--- config.mk ---
export PLATFORM = sky130hd
export DESIGN_NAME = seq_comparator
export DESIGN_NICKNAME = d
export VERILOG_FILES = /design/src/rtl/cmp_pkg.sv /design/src/rtl/digit_sub.sv /design/src/rtl/seq_comparator.sv
export SDC_FILE = /design/constraint.sdc
export NUM_CORES = 1
export LEC_CHECK = 0
export BUFFER_PORTS_ARGS = -buffer_cell sky130_fd_sc_hd__buf_4
export CAP_MARGIN = 20
export CORE_AREA = 2 2 90 92
export DETAILED_ROUTE_END_ITERATION = 10
export DIE_AREA = 0 0 92 94
export GPL_TIMING_DRIVEN = 0
export HOLD_SLACK_MARGIN = 0.1
export PLACE_DENSITY = 0.75
export SYNTH_ARGS = -nofsm -noshare
export SYNTH_HDL_FRONTEND = slang
export SYNTH_SLANG_ARGS = --single-unit
--- constraint.sdc ---
create_clock -name Clock -period 4.6 [get_ports Clock]
set_input_delay 1.15 -clock Clock [delete_from_list [all_inputs] [get_ports Clock]]
set_output_delay 1.15 -clock Clock [all_outputs]
set_load 0.03 [all_outputs]
--- src/rtl/cmp_pkg.sv ---
// Shared types and flag-to-relation decode for the digit-serial magnitude comparator.
package cmp_pkg;

  typedef enum logic [1:0] {
    IDLE,
    RUN,
    DONE
  } state_t;

  typedef struct packed {
    logic v;
    logic n;
    logic z;
    logic c;
    logic lt;
    logic eq;
    logic gt;
  } cmp_flags_t;

  typedef struct packed {
    logic lt;
    logic eq;
    logic gt;
  } cmp_rel_t;

  // Relation from subtraction flags; signed uses N^V, unsigned uses the borrow (~C).
  function automatic cmp_rel_t derive_rel(input logic v, input logic n, input logic z,
                                          input logic c, input logic signed_mode);
    cmp_rel_t rel;
    rel.lt = signed_mode ? (n ^ v) : ~c;
    rel.eq = z;
    rel.gt = ~rel.lt & ~z;
    return rel;
  endfunction

endpackage

--- src/rtl/digit_sub.sv ---
// K-bit ripple adder used for one digit of X + ~Y + 1; b arrives already inverted.
module digit_sub #(
  parameter int unsigned K = 8
) (
  input  logic [K-1:0] a,
  input  logic [K-1:0] b,
  input  logic         cin,
  output logic [K-1:0] sum,
  output logic         cout,
  output logic         c_msb
);

  logic [K:0] c;

  always_comb begin
    c    = '0;
    sum  = '0;
    c[0] = cin;
    for (int i = 0; i < int'(K); i++) begin
      sum[i]  = a[i] ^ b[i] ^ c[i];
      c[i+1]  = (a[i] & b[i]) | (a[i] & c[i]) | (b[i] & c[i]);
    end
  end

  assign cout  = c[K];
  assign c_msb = c[K-1];

endmodule

--- src/rtl/seq_comparator.sv ---
// Digit-serial comparator: X - Y over N/K cycles, V/N/Z/C flags and LT/EQ/GT via valid/ready.
module seq_comparator
  import cmp_pkg::*;
#(
  parameter int unsigned N = 32,
  parameter int unsigned K = 8
) (
  input  logic         Clock,
  input  logic         Reset,
  input  logic         in_valid,
  output logic         in_ready,
  input  logic [N-1:0] X,
  input  logic [N-1:0] Y,
  input  logic         Signed,
  output logic         out_valid,
  input  logic         out_ready,
  output logic         V,
  output logic         Nf,
  output logic         Z,
  output logic         C,
  output logic         LT,
  output logic         EQ,
  output logic         GT
);

  localparam int unsigned Digits = N / K;
  localparam int unsigned CntW   = (Digits > 1) ? $clog2(Digits) : 1;
  localparam logic [CntW-1:0] LastCnt = CntW'(Digits - 1);

  state_t          state;
  logic [N-1:0]    x_q;
  logic [N-1:0]    y_q;
  logic            sgn_q;
  logic            carry_q;
  logic            zacc_q;
  logic [CntW-1:0] cnt_q;
  cmp_flags_t      flags_q;

  logic [K-1:0] dsum;
  logic         dcout;
  logic         dc_msb;
  logic         zacc_next;
  cmp_rel_t     rel;

  digit_sub #(
    .K(K)
  ) u_digit_sub (
    .a    (x_q[K-1:0]),
    .b    (y_q[K-1:0]),
    .cin  (carry_q),
    .sum  (dsum),
    .cout (dcout),
    .c_msb(dc_msb)
  );

  // On the final digit the adder outputs are the MSB digit, so flags come straight from it.
  always_comb begin
    zacc_next = zacc_q & (dsum == '0);
    rel       = derive_rel(dc_msb ^ dcout, dsum[K-1], zacc_next, dcout, sgn_q);
  end

  always_ff @(posedge Clock or posedge Reset) begin
    if (Reset) begin
      state     <= IDLE;
      x_q       <= '0;
      y_q       <= '0;
      sgn_q     <= 1'b0;
      carry_q   <= 1'b0;
      zacc_q    <= 1'b0;
      cnt_q     <= '0;
      flags_q   <= '0;
      out_valid <= 1'b0;
    end else begin
      unique case (state)
        IDLE: begin
          if (in_valid) begin
            x_q     <= X;
            y_q     <= ~Y;
            sgn_q   <= Signed;
            carry_q <= 1'b1;
            zacc_q  <= 1'b1;
            cnt_q   <= '0;
            state   <= RUN;
          end
        end
        RUN: begin
          zacc_q  <= zacc_next;
          carry_q <= dcout;
          x_q     <= x_q >> K;
          y_q     <= y_q >> K;
          if (cnt_q == LastCnt) begin
            flags_q.v  <= dc_msb ^ dcout;
            flags_q.n  <= dsum[K-1];
            flags_q.z  <= zacc_next;
            flags_q.c  <= dcout;
            flags_q.lt <= rel.lt;
            flags_q.eq <= rel.eq;
            flags_q.gt <= rel.gt;
            out_valid  <= 1'b1;
            state      <= DONE;
          end else begin
            cnt_q <= cnt_q + 1'b1;
          end
        end
        DONE: begin
          if (out_ready) begin
            out_valid <= 1'b0;
            state     <= IDLE;
          end
        end
        default: state <= IDLE;
      endcase
    end
  end

  assign in_ready = (state == IDLE);
  assign V  = flags_q.v;
  assign Nf = flags_q.n;
  assign Z  = flags_q.z;
  assign C  = flags_q.c;
  assign LT = flags_q.lt;
  assign EQ = flags_q.eq;
  assign GT = flags_q.gt;

endmodule

Yosys cells after proc, flatten, opt, wreduce, memory -nomap -nowiden
Cells that the tools add are included.

Word-level logic and storage cells: 114. Output and inout bits: 9. Input bits: 69. Register bits: 78.

Equal/unequal tests: 7. Muxes and demuxes: 18. $add $sub $neg: 1. Reductions and logical operators: 10. Bitwise operators: 64.

Operators by type and width (number): 32-bit one-hot mux with 2 select lines (2); 32-bit two-way mux (2); 32-bit NOT (1); 1-bit AND (26); 1-bit XOR (18); 1-bit OR (16); 2-bit two-way mux (5); 3-bit AND reduction (3); 8-bit zero test (1); 2-bit inequality test (second input constant) (4); 1-bit one-hot mux with 2 select lines (3); 2-bit one-hot mux with 3 select lines (1); 2-bit AND reduction (3); 2-bit == test (second input constant) (2); 1-bit two-way mux (4); 2-bit one-hot mux with 2 select lines (1); 2-bit nonzero test (2); 1-bit NOT (3); 2-bit by 1-bit adder with 2-bit output (second input constant) (1); 2-bit by 1-bit == test with 1-bit output (second input constant) (1); 2-bit zero test (1).

Logic depth before layout (Yosys ltp)
Word-level depth: 29. Gate-level depth with buffers: 14. Gate-level depth less buffers: 14.

Hierarchy
Synthesis repeated with hierarchy kept, for this count alone.

Cells, all modules: 403. Area, all modules: 3618.5 µm².

By module, submodules not included: seq_comparator (seq. area each 1951.9 µm², area each 3420.8 µm², instances 1, cells each 385); digit_sub (seq. area each 0.0 µm², area each 197.7 µm², instances 1, cells each 18).

Worst setup path after synthesis
Ideal clock, no wire load.

Path type: reg2reg. From: register carry_q. To: register flags_q, in the netlist GT. Path buffers: 0. Data arrival time: 4290 ps. Cell stages (with the launch flop): 15. Clock period less this slack: 4357 ps. Slack: 243 ps. Library setup time: 66 ps. Required time: 4534 ps. Path through: dfrtp_1 inv_1 fa_1 inv_1 fa_1 fa_1 fa_1 fa_1 fa_1 fa_1 inv_1 fa_1 nor3b_1 nand4b_1 a41o_1.

Longest elaborated chain between the ends: 29. Elaborated cells between the ends (all ways): 49. Classes of those cells: mux (1); bitwise (47); reduce/logical (1).

RTL lines: start, declared (RTL line seq_comparator.sv:34) `logic carry_q;`; start signal, assigned (RTL line seq_comparator.sv:88) `carry_q <= dcout;`; 1-bit AND (RTL line digit_sub.sv:21) `c[i+1] = (a[i] & b[i]) | (a[i] & c[i]) | (b[i] & c[i]);`; 1-bit OR (2 in a row) (RTL line digit_sub.sv:21); 1-bit AND (RTL line digit_sub.sv:21); 1-bit OR (2 in a row) (RTL line digit_sub.sv:21); 1-bit AND (RTL line digit_sub.sv:21); 1-bit OR (2 in a row) (RTL line digit_sub.sv:21); 1-bit AND (RTL line digit_sub.sv:21); 1-bit OR (2 in a row) (RTL line digit_sub.sv:21); (+7 left out); 1-bit OR (2 in a row) (RTL line digit_sub.sv:21); 1-bit AND (RTL line digit_sub.sv:21); 1-bit OR (2 in a row) (RTL line digit_sub.sv:21); 1-bit XOR (RTL line seq_comparator.sv:59) `rel = derive_rel(dc_msb ^ dcout, dsum[K-1], zacc_next, dcout, sgn_q);`; 1-bit XOR (RTL line cmp_pkg.sv:30) `rel.lt = signed_mode ? (n ^ v) : ~c;`; 1-bit two-way mux (RTL line cmp_pkg.sv:30); 1-bit NOT (RTL line cmp_pkg.sv:32) `rel.gt = ~rel.lt & ~z;`; 1-bit AND * (RTL line cmp_pkg.sv:32); end, declared (RTL line seq_comparator.sv:37) `cmp_flags_t flags_q;`.

Mark *: on every way between the ends. The rest lies on a longest branch, timed or not. A chain may end at the register's enable or synchronous reset.

Worst setup path in the final report
Ends and elaborated chain as after synthesis.

==> results.md <==
- The maximum clock path buffer count is 2.
- The final period utilization is 95.4%.
- In this run the most used layer during global routing was met2.
- Routability-driven placement finished with a final weighted congestion of 0.848.
- Counting instances in the post-synthesis netlist gives the leading cell types as 78 x sky130_fd_sc_hd__dfrtp_1, 63 x sky130_fd_sc_hd__nand2_1, 38 x sky130_fd_sc_hd__o21ai_0, 27 x sky130_fd_sc_hd__nor2_1, 25 x sky130_fd_sc_hd__o31ai_1.
- The combined global-route utilization of all metal layers is 20.3%.
- The cell-internal power is 1990 uW.
- The power per unit of standard cell area is 705 nW/um^2.
- The total setup violations reported at the end of the flow is 0.
- The die boundary width is 92 microns.
- The part of the total power dissipated in combinational logic is 46.5%.
- The min-delay analysis places its worst path in the category reg2reg.
- For this block, the via count after detailed routing is 2766.
- After the first detailed-routing iteration, the DRC count stood at 148.
- STA puts the critical path data required time at 4.88 ns.
- Synthesis produced a netlist with a net count of 435.
- CTS built an H-tree with a depth of 3.
- For the pin with the worst max-slew slack, the measured transition is 0.461 ns.
- The most common flop cell mapped by yosys is sky130_fd_sc_hd__dfrtp_1.
- The remaining antenna violation count is 0.
- After legalization and detailed placement, the total HPWL measured 6090 microns.
- The simple-gate share of the synthesized area is 15.4%.
- Global routing used 33.5% of the available met2 tracks.
- In this run the critical register-to-register path is launched from carry_q$_DFFE_PP0P_.
- The instance area at placement is 4420 sq um.
- By area the synthesized netlist is led by sky130_fd_sc_hd__dfrtp_1 53%, sky130_fd_sc_hd__mux2i_1 6.5%, sky130_fd_sc_hd__nand2_1 6.4%, sky130_fd_sc_hd__o21ai_0 5.2%, sky130_fd_sc_hd__o31ai_1 5.1%.
- The proportion of synthesized flip-flops having asynchronous set or reset is 100%.
- The initial antenna violation count is 0.
- The clock network latency to the later pin of the worst-skew pair is 0.34 ns.
- Per report_power, the clock group accounts for 17.0% of the total.
- The area taken by flip-flops and latches is 1950 sq um.
- The remaining design rule violation count is 0.
- The multi-input combinational cells in the finished layout cover a total of 1540 sq um.
- The share of synthesized area in the top cell type comes to 53.0%.
- CTS saw 78 sinks.
- The flow ran to the end, and the final reports show no timing, DRC or antenna violations.
- The analysis attributes to net switching a power of 1280 uW.
- In this run the tightest slew margin relative to its limit is 69.3%.
- The share of the synthesized netlist area taken by xor and xnor gates is 0.238%.
- The antenna diode count is 0.
- The standard-cell row count is 32.
- The total wirelength of the detailed-routed design is 8090 microns.
- The clock period minus final worst setup slack is 4.39 ns.
- The detail-routed via count per cell is 5.01.
- After synthesis, the netlist uses 33 different library cells.
- Summing the areas of all fa, ha and maj instances in the mapped netlist gives 5.23% of the synthesized area.
- The cell sitting at the root of the clock tree is a sky130_fd_sc_hd__clkbuf_8.
- Averaged over all synthesized cells, the footprint is 10.4 sq um.
- The finished cells cover 4640 sq um.
- The number of port buffers is 77.
- The number of primary I/O pins is 78.
- The die covers 8650 sq um.
- The max capacitance violation total is 0.
- Across the routed clock network, the largest skew measured is 0.00874 ns.
- The gate count of the mapped netlist is 356.
- The worst min-delay path startpoint is x_q[8]$_DFFE_PP0P_.
- The critical path start-end classification is reg2reg.
- The top cell type by total area after synthesis is sky130_fd_sc_hd__dfrtp_1.
- Based on the critical path, the design can be clocked at up to 228 MHz.
- The count of final hold-check violations was 0.
- Counting flops and latches in the post-synthesis netlist gives 78.
- Global routing consumed, on the met3 layer, 2.97% of the routing resources.
- The via count of the first global-routing pass is 2837.
- The total overflow left after global routing is 0.
- For the worst setup path, the data arrival time is 4.67 ns.
- Hold repair after CTS inserted 0 buffers.
- The synthesized-area fraction occupied by ao, oa, aoi and oai cells is 14.0%.
- The area added between synthesis and finish is 25.9%.
- The TritonCTS buffer count is 9.
- The post-route netlist has 25.6% of its cells at a drive strength greater than 1.
- The proportion of synthesized chip area in sequential cells is 53.0%.
- The combined area of all synthesized cells is 3680 sq um.
- The fraction of power spent switching nets is 39.0%.
- The core region is 7610 sq um.
- The sink of the worst hold path is x_q[8]$_DFFE_PP0P_.
- The final number of max-transition violations was 0.
- The number of setup buffers added after CTS is 0.
- In this run the register-to-register setup slack is 0.21 ns.
- The worst-case reg-to-reg path depth is 14.
- Of the post-synthesis cell area, the part taken by muxes is 6.93%.
- The CTS tree is built.
- The synthesized design contains 0 enable-type register cells.
- The met1 layer usage reported by global route is 27.1%.
- Before antenna repair, the detailed router went through 5 iterations.
- The maximum number of pins on one net before global-route repair is 63.
- OpenSTA, run right after detailed placement, puts the worst setup slack at -0.0110 ns.
- The first global-routing pass estimated 13600 microns of wire.
- After filler insertion, the fill cell instance count of the layout stands at 670.
- The destination of the worst register-to-register timing path is GT$_DFFE_PP0P_.
- The starting density of the core is 48.4%.
- The die is 94 microns tall.
- Yosys instantiated no cell more often than sky130_fd_sc_hd__dfrtp_1.
- For this design the static power due to leakage is 0.00222 uW.
- STA classifies the critical path endpoint as a register.
- Across all setup checks in the final design, the least slack found is 0.213 ns.
- The worst hold path passes through 2 cells.
- Setup repair after global routing left no endpoint under its margin.
- The Yosys warning count is 0.
- The final net count is 524.
- The element type at the critical path start is a register.
- Across the VDD grid, the largest voltage drop is 0.315 mV.
- The average routed wire per standard cell is 14.7 microns.
- The clock slew at the register clock pins of the worst setup and hold paths is 0.08 ns.
- By area, the combinational part of the netlist is dominated by simple AND/OR/NAND/NOR gates.
- The sequential share of power is 36.5%.
- The highest fanout seen on the critical path is 3.
-- layout by cell type (no fill, tap or decap), types with 8 or more instances in the layout --
master                     instances
sky130_fd_sc_hd__o21ai_0          38
sky130_fd_sc_hd__mux2i_1          24
sky130_fd_sc_hd__buf_4            81
sky130_fd_sc_hd__clkbuf_8         10
sky130_fd_sc_hd__clkbuf_1         11
sky130_fd_sc_hd__and2_1           18
sky130_fd_sc_hd__inv_1            10
sky130_fd_sc_hd__buf_2             9
sky130_fd_sc_hd__dfrtp_1          78
sky130_fd_sc_hd__and2_0            8
sky130_fd_sc_hd__nor2_1           27
sky130_fd_sc_hd__nand2_1          63
sky130_fd_sc_hd__a22o_1            8
sky130_fd_sc_hd__o31ai_1          25
-- worst max path at each step --
stage / from / to / slack, ns
global route: y_q[0]$_DFFE_PP0P_ / EQ$_DFFE_PP0P_ / 0.01
detailed placement: y_q[0]$_DFFE_PP0P_ / EQ$_DFFE_PP0P_ / -0.01
global placement: carry_q$_DFFE_PP0P_ / GT$_DFFE_PP0P_ / 0.09
finish: carry_q$_DFFE_PP0P_ / GT$_DFFE_PP0P_ / 0.21
floorplan: carry_q$_DFFE_PP0P_ / GT$_DFFE_PP0P_ / 0.24
CTS: y_q[0]$_DFFE_PP0P_ / GT$_DFFE_PP0P_ / 0.06
-- state kept, by name (all words and copies together), names as in the netlist --
signal     count
zacc_q         1
Nf             1
out_valid      1
LT             1
carry_q        1
state          2
GT             1
y_q           32
sgn_q          1
V              1
x_q           32
cnt_q          2
EQ             1
C              1
-- cell families after synthesis --
| kind of cell | count (synthesis) |
|---|---|
| DFF | 78 |
| AOI/OAI and AO/OA | 80 |
| and+or+nand+nor | 125 |
| adders and majority gates | 10 |
| xor gates and xnor gates | 1 |
| muxes | 25 |
| buffers and inverters | 37 |
-- cell type report --
class	instances	share of cell area [%]
sequential	78	42.1
clock buffer	12	3.13
tap	102	2.75
timing repair buffer	78	13.0
inverter	11	0.944
multi-input combinational	241	33.2
buffer	26	3.32
clock inverter	4	1.51
-- routing by layer --
metal  vias up  part of all wire (%)
met1      1329                    45
met4         0                   1.5
met5         -                     0
li1       1378                     -
met3         9                   3.0
met2        50                    51
-- critical path: stages, from the launching register on --
cell and delay (ns):
sky130_fd_sc_hd__dfrtp_1 0.36, sky130_fd_sc_hd__inv_1 0.10, sky130_fd_sc_hd__fa_1 0.18, sky130_fd_sc_hd__inv_1 0.05, sky130_fd_sc_hd__fa_1 0.46, sky130_fd_sc_hd__fa_2 0.41, sky130_fd_sc_hd__fa_1 0.45, sky130_fd_sc_hd__fa_1 0.46
sky130_fd_sc_hd__fa_1 0.45, sky130_fd_sc_hd__fa_2 0.39, sky130_fd_sc_hd__inv_1 0.10, sky130_fd_sc_hd__fa_1 0.43, sky130_fd_sc_hd__nor3b_1 0.16, sky130_fd_sc_hd__nand4b_1 0.15, sky130_fd_sc_hd__a41o_1 0.19
-- through the flow --
stage | util, % | power [uW] | TNS [ns] | hold slack [ns] | std cells
after global routing | 61.0 | 3550 | 0 | 0.502 | 552
after global placement | 57.7 | 2660 | 0 | 0.461 | 535
final | 61.0 | 3270 | 0 | 0.483 | 552
after floorplan | - | 2300 | 0 | 0.449 | 356
after CTS | 61.0 | 3300 | 0 | 0.485 | 552
after detailed placement | 58.1 | 2730 | -0.0185 | 0.466 | 536
-- power groups by stage --
| stage | combinational (uW) | clock, uW | sequential [uW] |
|---|---|---|---|
| after floorplan | 1110 | 0 | 1190 |
| after global placement | 1470 | 0 | 1190 |
| after detailed placement | 1520 | 0 | 1210 |
| after CTS | 1540 | 566 | 1190 |
| after global routing | 1720 | 600 | 1230 |
| final | 1520 | 555 | 1190 |
-- repair_timing --
| item | CTS | global route |
|---|---|---|
| resized for setup | 1 | 1 |
| hold endpoints to repair | 0 | 0 |
| pin swaps | 0 | 2 |
| endpoints found under the setup margin | 2 | 3 |
Power figures use the tool's default switching activity.
